<file path="src/rtl/fifo_word_packer_if.sv">
// fifo_word_packer_if: FIFO-side and consumer-side signals of the word packer.
interface fifo_word_packer_if #(
   parameter int FIFO_WIDTH = 8,
   parameter int PACK       = 4
);
   logic                       wr_en;
   logic [FIFO_WIDTH-1:0]      fifo_data;
   logic                       read;
   logic                       flush;
   logic [FIFO_WIDTH*PACK-1:0] word_o;
   logic [3:0]                 word_bytes;
   logic                       word_valid;
   logic                       word_ready;
   logic [3:0]                 level;
   logic                       overflow;
   modport master (
      input  wr_en, fifo_data, flush, word_ready,
      output read, word_o, word_bytes, word_valid, level, overflow
   );
   modport slave (
      output wr_en, fifo_data, flush, word_ready,
      input  read, word_o, word_bytes, word_valid, level, overflow
   );
endinterface

</file>
<file path="src/rtl/fifo_word_packer.sv">
// fifo_word_packer: drains a sync FIFO, packs PACK entries per word onto a valid/ready port.
module fifo_word_packer #(
   parameter int FIFO_WIDTH = 8,
   parameter int PACK       = 4,
   parameter int DEPTH      = 15
) (
   input logic                clk,
   input logic                rst,
   fifo_word_packer_if.master bus
);
   localparam int IW = $clog2(PACK + 1);
   typedef enum logic {FILL, OUT} state_t;
   state_t        state;
   logic [IW-1:0] idx;
   logic          rd_pend;
   logic          flush_arm;
   // A pop in a push cycle would make the FIFO drop the push, so wr_en blocks reads.
   assign bus.read = state == FILL && bus.level != 4'd0 && !bus.wr_en &&
                     (32'(idx) + 32'(rd_pend)) < PACK && !flush_arm;
   always_ff @(posedge clk or posedge rst) begin
      if (rst) begin
         state          <= FILL;
         idx            <= '0;
         rd_pend        <= 1'b0;
         flush_arm      <= 1'b0;
         bus.level      <= '0;
         bus.overflow   <= 1'b0;
         bus.word_o     <= '0;
         bus.word_bytes <= '0;
         bus.word_valid <= 1'b0;
      end else begin
         rd_pend <= bus.read;
         if (bus.read)
            bus.level <= bus.level - 4'd1;
         else if (bus.wr_en && bus.level < 4'(DEPTH))
            bus.level <= bus.level + 4'd1;
         else if (bus.wr_en)
            bus.overflow <= 1'b1;
         if (state == FILL) begin
            if (rd_pend) begin
               bus.word_o[32'(idx)*FIFO_WIDTH +: FIFO_WIDTH] <= bus.fifo_data;
               idx <= idx + 1'b1;
               if (32'(idx) + 1 == PACK) begin
                  state          <= OUT;
                  bus.word_valid <= 1'b1;
                  bus.word_bytes <= 4'(PACK);
               end
            end else if (flush_arm) begin
               if (idx != '0) begin
                  state          <= OUT;
                  bus.word_valid <= 1'b1;
                  bus.word_bytes <= 4'(idx);
               end else
                  flush_arm <= 1'b0;
            end
            // A flush arriving as an empty flush retires stays armed.
            if (bus.flush)
               flush_arm <= 1'b1;
         end else if (bus.word_ready) begin
            state          <= FILL;
            idx            <= '0;
            flush_arm      <= 1'b0;
            bus.word_o     <= '0;
            bus.word_valid <= 1'b0;
         end
      end
   end
endmodule
</file>
<file path="src/flat_wrapper.sv">
// flat-port wrapper written by rule: the top's interface ports become plain ports
module fifo_word_packer_flat 
#(
   parameter int FIFO_WIDTH = 8,
   parameter int PACK       = 4,
   parameter int DEPTH      = 15
)
  (clk, rst, bus_wr_en, bus_fifo_data, bus_flush, bus_word_ready, bus_read, bus_word_o, bus_word_bytes, bus_word_valid, bus_level, bus_overflow);
  fifo_word_packer_if #(.FIFO_WIDTH(FIFO_WIDTH), .PACK(PACK)) bus_i ();
  input logic clk;
  input logic rst;
  input wire logic [$bits(bus_i.wr_en)-1:0] bus_wr_en;
  input wire logic [$bits(bus_i.fifo_data)-1:0] bus_fifo_data;
  input wire logic [$bits(bus_i.flush)-1:0] bus_flush;
  input wire logic [$bits(bus_i.word_ready)-1:0] bus_word_ready;
  output wire logic [$bits(bus_i.read)-1:0] bus_read;
  output wire logic [$bits(bus_i.word_o)-1:0] bus_word_o;
  output wire logic [$bits(bus_i.word_bytes)-1:0] bus_word_bytes;
  output wire logic [$bits(bus_i.word_valid)-1:0] bus_word_valid;
  output wire logic [$bits(bus_i.level)-1:0] bus_level;
  output wire logic [$bits(bus_i.overflow)-1:0] bus_overflow;
  assign bus_i.wr_en = bus_wr_en;
  assign bus_i.fifo_data = bus_fifo_data;
  assign bus_i.flush = bus_flush;
  assign bus_i.word_ready = bus_word_ready;
  assign bus_read = bus_i.read;
  assign bus_word_o = bus_i.word_o;
  assign bus_word_bytes = bus_i.word_bytes;
  assign bus_word_valid = bus_i.word_valid;
  assign bus_level = bus_i.level;
  assign bus_overflow = bus_i.overflow;
  fifo_word_packer #(.FIFO_WIDTH(FIFO_WIDTH), .PACK(PACK), .DEPTH(DEPTH)) u_core (.clk(clk), .rst(rst), .bus(bus_i));
endmodule
</file>
<file path="config.mk">
export PLATFORM = sky130hd
export DESIGN_NAME = fifo_word_packer_flat
export DESIGN_NICKNAME = d
export VERILOG_FILES = /design/src/rtl/fifo_word_packer_if.sv /design/src/rtl/fifo_word_packer.sv /design/src/flat_wrapper.sv
export SDC_FILE = /design/constraint.sdc
export NUM_CORES = 1
export LEC_CHECK = 0
export BUFFER_PORTS_ARGS = -buffer_cell sky130_fd_sc_hd__buf_2
export CAP_MARGIN = 20
export CORE_ASPECT_RATIO = 0.75
export CORE_MARGIN = 2
export CORE_UTILIZATION = 39
export DETAILED_ROUTE_END_ITERATION = 8
export SLEW_MARGIN = 5
export SYNTH_ARGS = -nofsm -noshare
export SYNTH_HDL_FRONTEND = slang
export SYNTH_SLANG_ARGS = --single-unit
</file>
<file path="constraint.sdc">
create_clock -name clk -period 2.45 [get_ports clk]
set_input_delay 0 -clock clk [delete_from_list [all_inputs] [get_ports clk]]
set_output_delay 0 -clock clk [all_outputs]
set_load 0.01 [all_outputs]
</file>
==> out/results.ini <==
[finish]
nFillCells=492
drive_above_1_share_pct=34.0
syn2layout_area_growth_pct=29.7
fin_util_pct=51.9
stdcell_area_mm2=0.00275
layout_commonest_cell=buf_2
layout.cells.non_filler=319
register_area_mm2=0.00118
nNetsFinal=264
most-common-layout-cells=54 x buf_2, 47 x dfrtp_1, 34 x a22o_1
multi_input_area_um2=876
n_antenna_cell=0

[floorplanning]
core_region_area_mm2=0.00530
dieArea_mm2=0.00604
initial_utilization_pct=40.0
die_h_um=67.8
die_w_um=89.1
fp-row-count=23
io_pins=56

[timing]
fin_setup_tns_ps=0
worst_pin_slew_ps=620
slew_violations=0
post-route-worst-setup-slack_ps=160
rsz0062_at_grt=no
slew-limit-headroom_pct=58.6
hold_viol=0
max_freq_mhz=437
finalCritPeriodShare_pct=93.5
hold_ws_ps=1.05
period_needed_ps=2290
finClkSkew_ps=5.62
setup_viol=0

[routing]
post-route-drc-count=0
dr.pass1.iters=4
vias=1596
antenna_left=0
wl_mm=4.88
via_per_inst=5.00
wl_per_cell_um=15.3
drt_iter0_markers=85

[placement]
place_area_mm2=0.00251
placed_cells=300
io_buffers=54
routabilityCongestion=0.865
dpl.hpwl_mm=3.43
pre_cts_ws_ps=193

[worst_setup_path]
path_buf_inv=1
start_kind=flip-flop
crit_arrival_ps=2510
critPathMaxFanout=6
path_class=flip-flop to flip-flop
worstPathRequired_ps=2670
cp_slowest_stage_delay_ps=540
endpoint_kind=flip-flop
slowest_stage=or4_1
cp_cell_sequence=or4_1 > nand3_2 > inv_2 > ha_1 > a21o_1 > a21oi_1 > mux2i_1 > xor2_1
cp_top_family=simple AND/OR/NAND/NOR gates

[synth]
synth_top_flop_cell=dfrtp_1
synth_area_mm2=0.00212
ys.warnings.count=0
synth_edf_count=0
async_flop_share_pct=100
ys_types=40
synth_nets=189
avgSynthCellArea_um2=12.6
yosysSeqAreaShare_pct=55.5
ys_seq_elements=47
syn_inst=168

[clock_network]
cts_tree=yes
cts.htree.levels=2
clock_latency_ps=290
clkSinkCount=47
cts_buffers=5
post_cts_resized=0
clk_path_buf_depth=2
cts_root_buffer=clkbuf_8
path_clk_slew_ps=80

[global_route]
track_usage_pct=16.7
grt_first_pass_wirelength_mm=7.58
gr-total-overflow=0
grt_pass1_vias=1493
grt_max_degree=48
antenna_found_initial=0

[power]
vdd.ir_drop.worst_mv=0.609
finalPower_mw=2.69
leakage_nw=1.41
pwr_density_cell_mw_per_mm2=980

[min_path]
hold_path.class=primary input to flip-flop

[status]
status=finished, final reports clean

[flow_run]
cap_violations=0

[logic make-up after synthesis]
group	Yosys count	synth area share (%)
compound gates	55	21.0
xor+xnor	4	1.65
fa+ha+maj	8	5.08
buf+inv	14	3.13
flops	47	55.5
mux	2	0.945
other cells	1	0.177
simple gates	37	12.5
[area by class of cell]
class	instances	share of cell area [%]
Sequential cell	47	42.8
Multi-Input combinational cell	107	31.9
Timing Repair Buffer	73	16.4
Tap cell	75	3.42
Clock buffer	6	3.01
Clock inverter	2	1.28
Inverter	9	1.23
[path summary, 6_finish.rpt]
path	slack, ps	start	endpoint	cells past startpoint
worst max-delay path	160	u_core.bus.level[1]$_DFFE_PP0P_	u_core.bus.level[3]$_DFFE_PP0P_	8
worst min-delay path	1	bus_flush	u_core.flush_arm$_DFFE_PP0P_	3
worst max register to register	160	u_core.bus.level[1]$_DFFE_PP0P_	u_core.bus.level[3]$_DFFE_PP0P_	8
worst min register to register	460	u_core.bus.overflow$_DFFE_PP0P_	u_core.bus.overflow$_DFFE_PP0P_	1
max in group asynchronous	1710	rst	u_core.bus.word_o[22]$_DFFE_PP0P_	4
min in group asynchronous	250	rst	u_core.bus.word_o[29]$_DFFE_PP0P_	3
[tightest hold or removal path, stage by stage]
cell and delay [ps]:
buf_2 80, a21oi_1 30, o21ai_0 140
[layer usage]
layer	routed length [µm]	part of all wire [%]	vias up	GRT usage [%]
li1	-	-	768	-
met1	2530	52	786	26.2
met2	2110	43	38	22.1
met3	194	4.0	4	4.46
met4	44	0.90	0	5.22
met5	0	0	-	0
[flip-flops by register name, summed over array words and instances, names as in the netlist]
| signal | flops |
|---|---|
| u_core.bus.level | 4 |
| u_core.bus.word_bytes | 3 |
| u_core.state | 1 |
| u_core.bus.overflow | 1 |
| u_core.rd_pend | 1 |
| u_core.bus.word_valid | 1 |
| u_core.bus.word_o | 32 |
| u_core.idx | 3 |
| u_core.flush_arm | 1 |
[where the power goes]
| part | leakage, nW | internal [mW] | switching, mW |
|---|---|---|---|
| clock network | 0.0612 | 0.330 | 0.249 |
| logic | 0.712 | 0.444 | 0.646 |
| registers | 0.632 | 0.918 | 0.106 |
[cell usage after synthesis, types with 2 or more instances]
master | instances | area, µm²
dfrtp_1 | 47 | 1180
ha_1 | 7 | 87.6
buf_2 | 2 | 10.0
o21ai_0 | 7 | 35.0
nor3_1 | 2 | 10.0
nand2b_1 | 6 | 37.5
nand2_1 | 7 | 26.3
mux2i_1 | 2 | 20.0
nand3_1 | 3 | 15.0
nor2_1 | 4 | 15.0
nor2b_1 | 2 | 12.5
a21oi_1 | 4 | 20.0
xor2_1 | 2 | 17.5
a21o_1 | 2 | 15.0
inv_1 | 8 | 30.0
nand3b_1 | 2 | 15.0
nor4_4 | 3 | 63.8
o22ai_1 | 2 | 12.5
xnor2_1 | 2 | 17.5
a22o_1 | 34 | 298
[what timing repair did]
| item | in CTS | in global routing |
|---|---|---|
| hold buffers | 10 | 0 |
| buffers inserted | 0 | 0 |
| endpoints found under the hold margin | 62 | 0 |
| endpoints found under the setup margin | 0 | 0 |
(Power assumes the default switching activity.)
